<file path="config.mk">
export PLATFORM = sky130hd
export DESIGN_NAME = l0_maxpool_2x2
export DESIGN_NICKNAME = d
export VERILOG_FILES = /design/src/rtl/l0_maxpool_2x2.sv
export SDC_FILE = /design/constraint.sdc
export NUM_CORES = 1
export LEC_CHECK = 0
export CORE_MARGIN = 2
export CORE_UTILIZATION = 53
export DETAILED_ROUTE_END_ITERATION = 7
export PLACE_DENSITY_LB_ADDON = 0.1
export SETUP_SLACK_MARGIN = 0.5
export SLEW_MARGIN = 10
export SYNTH_ARGS = -nofsm -noshare
export SYNTH_HDL_FRONTEND = slang
export SYNTH_SLANG_ARGS = --single-unit
</file>
<file path="constraint.sdc">
create_clock -name clk -period 3.13 [get_ports clk]
set_input_delay 0.626 -clock clk [delete_from_list [all_inputs] [get_ports clk]]
set_output_delay 0.626 -clock clk [all_outputs]
set_load 0.02 [all_outputs]
</file>
<file path="src/rtl/l0_maxpool_2x2.sv">
// 2x2 stride-2 max-pool of the 64x64 layer-0 result into the 32x32 layer-1 memory.
// Optional build macro POOL_CEIL_EN: round each pooled value up to an integer before write-back.
module l0_maxpool_2x2 #(
  parameter int unsigned DATA_WIDTH = 20,
  parameter int unsigned ADDR_WIDTH = 12,
  parameter int unsigned IMG_W      = 64
) (
  input  logic                  clk,
  input  logic                  reset,
  input  logic                  start,
  output logic                  busy,
  output logic                  done,
  output logic                  crd,
  output logic [ADDR_WIDTH-1:0] caddr_rd,
  input  logic [DATA_WIDTH-1:0] cdata_rd,
  output logic                  cwr,
  output logic [ADDR_WIDTH-1:0] caddr_wr,
  output logic [DATA_WIDTH-1:0] cdata_wr,
  output logic [2:0]            csel
);

  localparam int unsigned OUT_W = IMG_W / 2;
  localparam int unsigned CNT_W = (OUT_W > 1) ? $clog2(OUT_W) : 1;
  localparam logic [CNT_W-1:0] LAST_IDX = CNT_W'(OUT_W - 1);
  localparam logic [2:0] CSEL_IDLE = 3'b000;
  localparam logic [2:0] CSEL_L0   = 3'b001;
  localparam logic [2:0] CSEL_L1   = 3'b011;

  typedef enum logic [2:0] {
    S_IDLE, S_RD0, S_RD1, S_RD2, S_RD3, S_LAST, S_WR, S_DONE
  } state_t;

  state_t                r_state, w_state_nxt;
  logic [CNT_W-1:0]      r_orow, r_ocol, w_orow_nxt, w_ocol_nxt;
  logic [DATA_WIDTH-1:0] r_max, w_max_nxt, w_cmp;
  logic [ADDR_WIDTH-1:0] w_base;

  logic                  r_busy, r_done, r_crd, r_cwr;
  logic [ADDR_WIDTH-1:0] r_caddr_rd, r_caddr_wr;
  logic [DATA_WIDTH-1:0] r_cdata_wr;
  logic [2:0]            r_csel;

  logic                  w_busy, w_done, w_crd, w_cwr;
  logic [ADDR_WIDTH-1:0] w_caddr_rd, w_caddr_wr;
  logic [DATA_WIDTH-1:0] w_cdata_wr;
  logic [2:0]            w_csel;

`ifdef POOL_CEIL_EN
  localparam int unsigned FRAC_W = 16;
  localparam int unsigned INT_W  = DATA_WIDTH - FRAC_W;
`endif

  // Write-back value: ceiling to an integer with saturation, or pass-through.
  function automatic logic [DATA_WIDTH-1:0] f_pool(input logic [DATA_WIDTH-1:0] v);
`ifdef POOL_CEIL_EN
    logic [DATA_WIDTH-1:0] res;
    if (v[FRAC_W-1:0] == '0) begin
      res = v;
    end else if (&v[DATA_WIDTH-1:FRAC_W]) begin
      res = '1;
    end else begin
      res = {INT_W'(v[DATA_WIDTH-1:FRAC_W] + INT_W'(1)), FRAC_W'(0)};
    end
    return res;
`else
    return v;
`endif
  endfunction

  // Next state, counters, running max and registered-output next values.
  always_comb begin
    w_state_nxt = r_state;
    w_orow_nxt  = r_orow;
    w_ocol_nxt  = r_ocol;
    w_max_nxt   = r_max;
    w_cmp       = (cdata_rd > r_max) ? cdata_rd : r_max;
    w_cdata_wr  = r_cdata_wr;
    w_caddr_rd  = r_caddr_rd;
    w_caddr_wr  = r_caddr_wr;
    w_busy      = 1'b0;
    w_done      = 1'b0;
    w_crd       = 1'b0;
    w_cwr       = 1'b0;
    w_csel      = CSEL_IDLE;
    w_base      = '0;

    case (r_state)
      S_IDLE: begin
        w_orow_nxt = '0;
        w_ocol_nxt = '0;
        if (start) w_state_nxt = S_RD0;
      end
      S_RD0: w_state_nxt = S_RD1;
      S_RD1: begin
        w_max_nxt   = cdata_rd;
        w_state_nxt = S_RD2;
      end
      S_RD2: begin
        w_max_nxt   = w_cmp;
        w_state_nxt = S_RD3;
      end
      S_RD3: begin
        w_max_nxt   = w_cmp;
        w_state_nxt = S_LAST;
      end
      S_LAST: begin
        w_max_nxt   = w_cmp;
        w_cdata_wr  = f_pool(w_cmp);
        w_state_nxt = S_WR;
      end
      S_WR: begin
        if ((r_ocol == LAST_IDX) && (r_orow == LAST_IDX)) begin
          w_state_nxt = S_DONE;
        end else begin
          if (r_ocol == LAST_IDX) begin
            w_ocol_nxt = '0;
            w_orow_nxt = r_orow + CNT_W'(1);
          end else begin
            w_ocol_nxt = r_ocol + CNT_W'(1);
          end
          w_state_nxt = S_RD0;
        end
      end
      S_DONE: begin
        w_orow_nxt  = '0;
        w_ocol_nxt  = '0;
        w_state_nxt = S_IDLE;
      end
      default: w_state_nxt = S_IDLE;
    endcase

    // Outputs are decoded from the state being entered so they register alongside it.
    w_base = ADDR_WIDTH'(32'(w_orow_nxt) * (32'd2 * IMG_W) + 32'(w_ocol_nxt) * 32'd2);
    case (w_state_nxt)
      S_RD0: w_caddr_rd = w_base;
      S_RD1: w_caddr_rd = w_base + ADDR_WIDTH'(1);
      S_RD2: w_caddr_rd = w_base + ADDR_WIDTH'(IMG_W);
      S_RD3: w_caddr_rd = w_base + ADDR_WIDTH'(IMG_W + 1);
      S_WR:  w_caddr_wr = ADDR_WIDTH'(32'(w_orow_nxt) * OUT_W + 32'(w_ocol_nxt));
      default: ;
    endcase

    case (w_state_nxt)
      S_RD0, S_RD1, S_RD2, S_RD3: begin
        w_busy = 1'b1;
        w_crd  = 1'b1;
        w_csel = CSEL_L0;
      end
      S_LAST: w_busy = 1'b1;
      S_WR: begin
        w_busy = 1'b1;
        w_cwr  = 1'b1;
        w_csel = CSEL_L1;
      end
      S_DONE: w_done = 1'b1;
      default: ;
    endcase
  end

  // State, datapath and output registers.
  always_ff @(posedge clk or negedge reset) begin
    if (!reset) begin
      r_state    <= S_IDLE;
      r_orow     <= '0;
      r_ocol     <= '0;
      r_max      <= '0;
      r_busy     <= 1'b0;
      r_done     <= 1'b0;
      r_crd      <= 1'b0;
      r_cwr      <= 1'b0;
      r_caddr_rd <= '0;
      r_caddr_wr <= '0;
      r_cdata_wr <= '0;
      r_csel     <= CSEL_IDLE;
    end else begin
      r_state    <= w_state_nxt;
      r_orow     <= w_orow_nxt;
      r_ocol     <= w_ocol_nxt;
      r_max      <= w_max_nxt;
      r_busy     <= w_busy;
      r_done     <= w_done;
      r_crd      <= w_crd;
      r_cwr      <= w_cwr;
      r_caddr_rd <= w_caddr_rd;
      r_caddr_wr <= w_caddr_wr;
      r_cdata_wr <= w_cdata_wr;
      r_csel     <= w_csel;
    end
  end

  assign busy     = r_busy;
  assign done     = r_done;
  assign crd      = r_crd;
  assign cwr      = r_cwr;
  assign caddr_rd = r_caddr_rd;
  assign caddr_wr = r_caddr_wr;
  assign cdata_wr = r_cdata_wr;
  assign csel     = r_csel;

endmodule

</file>
==> results of run 1 <==
==> cells by family after synthesis <==
family | Yosys count | share of synthesized area (%)
muxes | 41 | 11.76
AOI/OAI and AO/OA | 88 | 13.18
buffers and inverters | 53 | 6.079
DFF | 80 | 49.63
adders and majority gates | 24 | 7.444
and+or+nand+nor | 95 | 11.82
other | 1 | 0.09296
==> what timing repair did <==
action,4_1_cts,5_1_grt
pin swaps,14,13
hold buffers,0,0
endpoints found under the setup margin,40,40
gates resized for setup,35,23
hold endpoints to repair,0,0
gates cloned,1,0
buffers inserted,4,1
==> cell usage after synthesis, drive strengths merged, types with 2 or more instances <==
cell type	number	area share (%)
nand3	3	0.37
buf	13	2.4
clkbuf	6	0.56
ha	24	7.4
nor3	7	0.87
a32oi	2	0.43
o21ai	23	2.9
mux2	21	6.8
or2	3	0.47
a21o	4	0.93
nand4	6	1.5
a211oi	2	0.37
o21a	2	0.37
a21oi	43	5.3
o211ai	3	0.90
dfrtp	80	50
inv	33	3.1
nand2b	3	0.47
nand2	25	2.4
nor2b	3	0.47
and3	2	0.31
nor2	37	3.4
a22oi	2	0.37
mux2i	20	5.0
==> metrics by stage <==
| step | worst slack, ns | area [um2] | total power, uW | hold slack [ns] | TNS [ns] |
|---|---|---|---|---|---|
| finish | 0.5214 | 5344 | 5492 | 0.4248 | 0 |
| global route | 0.4104 | 5344 | 5851 | 0.5191 | 0 |
| CTS | 0.5048 | 5300 | 5432 | 0.4735 | 0 |
| detailed placement | -0.04609 | 4831 | 4223 | 0.4701 | -0.3515 |
| global placement | -0.02680 | 4831 | 4149 | 0.4639 | -0.02680 |
| floorplan | 0.5321 | 4041 | 3391 | 0.3304 | 0 |
==> path summary, 6_finish.rpt <==
check | start | endpoint | slack [ns]
setup / recovery | cdata_rd[12] | r_max[8]$_DFFE_PN0P_ | 0.52
hold / removal | reset | r_max[6]$_DFFE_PN0P_ | 0.42
setup reg to reg | r_max[19]$_DFFE_PN0P_ | r_max[8]$_DFFE_PN0P_ | 0.59
hold reg to reg | caddr_wr[4]$_DFFE_PN0P_ | caddr_wr[4]$_DFFE_PN0P_ | 0.49
max in group asynchronous | reset | cdata_wr[0]$_DFFE_PN0P_ | 2.05
min in group clk | caddr_wr[4]$_DFFE_PN0P_ | caddr_wr[4]$_DFFE_PN0P_ | 0.49
==> flip-flops by register name, indices dropped and copies added, names as in the netlist <==
name / count
r_orow: 5
cdata_wr: 20
csel: 2
crd: 1
caddr_wr: 10
r_ocol: 5
caddr_rd: 12
r_max: 20
done: 1
busy: 1
r_state: 3
==> layer usage <==
| layer | part of all wire (%) | global-route usage (%) | vias up |
|---|---|---|---|
| met5 | 0 | 0 | - |
| met4 | 2.0 | 9.091 | 0 |
| met3 | 4.1 | 4.398 | 19 |
| met2 | 49 | 35.62 | 77 |
| met1 | 45 | 30.19 | 1462 |
| li1 | - | - | 1472 |
==> critical path, stage by stage <==
cell           delay [ns]
dlygate4sd2_1        0.29
ha_4                 0.30
nand4_4              0.13
nor4_4               0.31
a21boi_2             0.22
nand3b_4             0.18
nand3_4              0.08
o211ai_4             0.11
buf_12               0.15
buf_12               0.12
mux2_2               0.33
==> cell type report <==
type	instances	area, um2	area share, %
clock buffers	9	123.9	2.318
clock inverters	7	102.6	1.920
inverters	34	127.6	2.388
multi-input cells	251	1999	37.42
flip-flops and latches	80	2002	37.46
well taps	99	123.9	2.318
repair buffers	84	864.6	16.18
==> power by group <==
group / switching (uW) / internal, uW / total [uW]
Clock: 405 / 457 / 862
Combinational: 1420 / 1530 / 2950
Sequential: 278 / 1400 / 1680
==> impl_metrics.toml, run 1 <==
[layout]
fin_cells = 564
fin_nets = 507
final_common_cell = "dfrtp_1"
drive_gt1_share_pct = 18.28
insertedDiodeCount = 0
final_cell_mix = "dfrtp_1 (80), clkdlybuf4s50_1 (50), a21oi_1 (42)"
post-route-util_pct = 72.90
syn2layout_area_growth_pct = 32.48
fillCellCount = 520

[timing]
relSlewSlack_pct = 33.89
fin_crit_sh_pct = 83.34
max_freq_mhz = 383.3
finalSetupViolations = 0
max_slew.worst_pin.slew_ns = 0.9916
rsz0062_at_grt = "yes"
slew_viol_final = 0
hold_viol = 0
final.min_clock_period_ns = 2.609
fin_worst_skew_ns = 0.01026

[detailed_routing]
drt_wl_total_um = 8920
drc_errors = 0
first_pass_iters = 4
detail-route-antenna-nets = 0
vias = 3030
wire_per_inst_um = 15.82
initialDrtViolationCount = 191
via_per_inst = 5.372

[grt]
grt_pass1_wl_um = 14890
antenna_found_initial = 0
grt_usage_pct = 22.37
grt_pass1_vias = 3080
overflow = 0
grt_start_max_net_pins = 81

[clocking]
cts.sinks = 80
cts_max_level = 3
clock_path_buffers = 2
root_buffer = "clkbuf_8"
cts_tree = "built"
clk_latency_ns = 0.35
cts_buffers = 9
path_clk_slew_ns = 0.08

[worst_setup_path]
worstPathRequired_ns = 3.37
arrival_ns = 2.85
reg2reg_depth = 11
path_class = "in2reg"
critPathMaxFanout = 8
endpoint_kind = "flip-flop"
crit_path_start_kind = "input port"

[floorplanning]
rows = 31
core-area_um2 = 7331
pin_count = 74
die_y_um = 91.24
die-width_um = 91.24
start_util_pct = 55.03
die-area_um2 = 8325

[yosys]
yosysSeqAreaShare_pct = 49.63
async_flop_share_pct = 100.0
synth_cell_types = 48
yosys_warnings = 0
synth_flop_cell = "dfrtp_1"
syn_avg_cell_area_um2 = 10.56
synth_edf_count = 0
synth_seq_cells = 80
syn_inst = 382
netlist_area_um2 = 4034

[place]
io_buffer_count = 70
gp_congestion = 0.8582
dp_hpwl_um = 5760
dp_cells = 542

[min_path]
hold_class = "in2async"

[power]
power.leakage_uw = 0.002522
ir_drop_mv = 0.5509
p_per_area_nw_per_um2 = 1028

[outcome]
outcome = "complete, no violations"

[run]
max_cap_violations = 0
Note: power is estimated with default switching activity, not from simulation.
==> inputs of run 2 (changes only) <==
- clock period: 3.13 -> 2.5 ns (I/O delays scaled with it)
==> run 2 against run 1 <==
Against the previous run: critical path depth down 1; clock power up 17%; sequential cell count unchanged; sequential power up 23%; combinational power up 39%; largest power group unchanged; total power up 31%; via count up 5.9%; worst setup slack worse by 0.46 ns; cell count up 6.2%; die area unchanged; global-route usage up 0.75 points; highest routed layer unchanged; critical endpoint is now r_max[7]$_DFFE_PN0P_.
==> impl_metrics.toml, run 2 (synthesis gave the netlist of run 1 again) <==
[outcome]
outcome = "complete, no violations"

[clocking]
path_clk_slew_ns = 0.09
hold_buffers = 0
cts_buffers = 9
cts.sinks = 80
root_buffer = "clkbuf_8"
clk_latency_ns = 0.36
cts_max_level = 3
cts_tree = "built"
clock_path_buffers = 2

[grt]
antenna_found_initial = 0
overflow = 0
grt_usage_pct = 23.12
grt_pass1_vias = 3210
grt_start_max_net_pins = 46
grt_pass1_wl_um = 15330

[power]
pwr-share-seq_pct = 28.8
ir_drop_mv = 0.7946
switchingPower_uw = 2799
clock_power_share_pct = 14.1
netSwitchingFraction_pct = 39.00
p_per_area_nw_per_um2 = 1240
internal-power_uw = 4377
power.leakage_uw = 0.002714
p_comb_share_pct = 57.1

[timing]
whs_ns = 0.08779
max_freq_mhz = 410.2
relSlewSlack_pct = 61.58
slew_viol_final = 0
finalSetupTns_ns = 0
postLayoutSetupSlackWorst_ns = 0.06198
final.min_clock_period_ns = 2.438
rsz0062_at_grt = "yes"
fin_worst_skew_ns = 0.01102
finalSetupViolations = 0
max_slew.worst_pin.slew_ns = 0.5762
hold_viol = 0
fin_crit_sh_pct = 97.52

[detailed_routing]
drt_wl_total_um = 9558
via_per_inst = 5.356
detail-route-antenna-nets = 0
first_pass_iters = 4
initialDrtViolationCount = 164
vias = 3208
wire_per_inst_um = 15.96
drc_errors = 0

[worst_setup_path]
worstPathRequired_ns = 2.74
path_class = "in2reg"
crit_path_start_kind = "input port"
arrival_ns = 2.67
critPathMaxFanout = 7
endpoint_kind = "flip-flop"

[floorplanning]
die_y_um = 91.24
pin_count = 74
start_util_pct = 55.03
rows = 31
die-area_um2 = 8325
core-area_um2 = 7331
die-width_um = 91.24

[layout]
drive_gt1_share_pct = 28.00
fin_nets = 542
final_common_cell = "dfrtp_1"
insertedDiodeCount = 0
final_cell_mix = "dfrtp_1 (79), clkdlybuf4s50_1 (52), a21oi_1 (40)"
fin_cells = 599
syn2layout_area_growth_pct = 43.42
fillCellCount = 465

[min_path]
hold_class = "in2async"

[place]
io_buffer_count = 70
dp_slack_ns = -0.5513
dp_cells = 560
gp_congestion = 0.8807
dp_hpwl_um = 6185

[run]
max_cap_violations = 0
-- run 2: worst max-delay path: stages --
cell and delay, ns:
dlygate4sd2_1 0.29, ha_4 0.28, nand4_1 0.17, nor4_4 0.33
a21boi_2 0.21, nand3b_4 0.17, nand3_4 0.07, o211ai_4 0.16
buf_12 0.19, mux2_4 0.30
-- run 2: path summary, 6_finish.rpt --
kind | end | startpoint | depth (start not counted) | slack, ns
max | r_max[7]$_DFFE_PN0P_ | cdata_rd[6] | 10 | 0.06
min reg2reg | caddr_wr[9]$_DFFE_PN0P_ | caddr_wr[9]$_DFFE_PN0P_ | 2 | 0.49
min | cdata_wr[14]$_DFFE_PN0P_ | reset | 1 | 0.09
min in group clk | caddr_wr[9]$_DFFE_PN0P_ | caddr_wr[9]$_DFFE_PN0P_ | 2 | 0.49
max reg2reg | r_max[7]$_DFFE_PN0P_ | r_max[6]$_DFFE_PN0P_ | 10 | 0.07
max in group asynchronous | r_max[2]$_DFFE_PN0P_ | reset | 2 | 1.81
-- run 2: routing by layer --
| metal | global-route usage [%] | routed length [um] | share of wire, % |
|---|---|---|---|
| met4 | 8.460 | 133 | 1.4 |
| met2 | 36.73 | 4532 | 47 |
| met1 | 31.49 | 4365 | 46 |
| met5 | 0 | 0 | 0 |
| met3 | 4.813 | 527 | 5.5 |
-- run 2: power by group through the flow --
stage	registers, uW	clock network, uW	logic [uW]
2_1_floorplan	2310	0	2070
3_3_place_gp	2070	0	3400
3_5_place_dp	2090	0	3510
4_1_cts	2060	1020	3960
5_1_grt	2130	1070	4400
6_report	2070	1010	4100
-- run 2: through the flow --
stage / utilization, % / instance area (um2) / power, uW
after floorplan: - / 4192 / 4383
after global placement: 70.44 / 5164 / 5471
after detailed placement: 70.44 / 5164 / 5592
after CTS: 76.89 / 5637 / 7042
after global routing: 78.92 / 5786 / 7600
final: 78.92 / 5786 / 7175
-- run 2: what timing repair did --
item | CTS | global route
endpoints found under the setup margin | 68 | 66
gates resized for setup | 53 | 22
pin swaps | 14 | 7
gates cloned | 3 | 0
buffers inserted | 11 | 9
endpoints found under the hold margin | 0 | 0
-- run 2: area by class of cell --
| type | count | area (um2) | share of cell area (%) |
|---|---|---|---|
| multi-input cells | 251 | 2151 | 37.18 |
| flip-flops and latches | 80 | 2003 | 34.62 |
| repair buffers | 119 | 1170 | 20.22 |
| inverters | 34 | 130.1 | 2.249 |
| clock buffers | 9 | 123.9 | 2.141 |
| well taps | 99 | 123.9 | 2.141 |
| clock inverters | 7 | 83.83 | 1.449 |
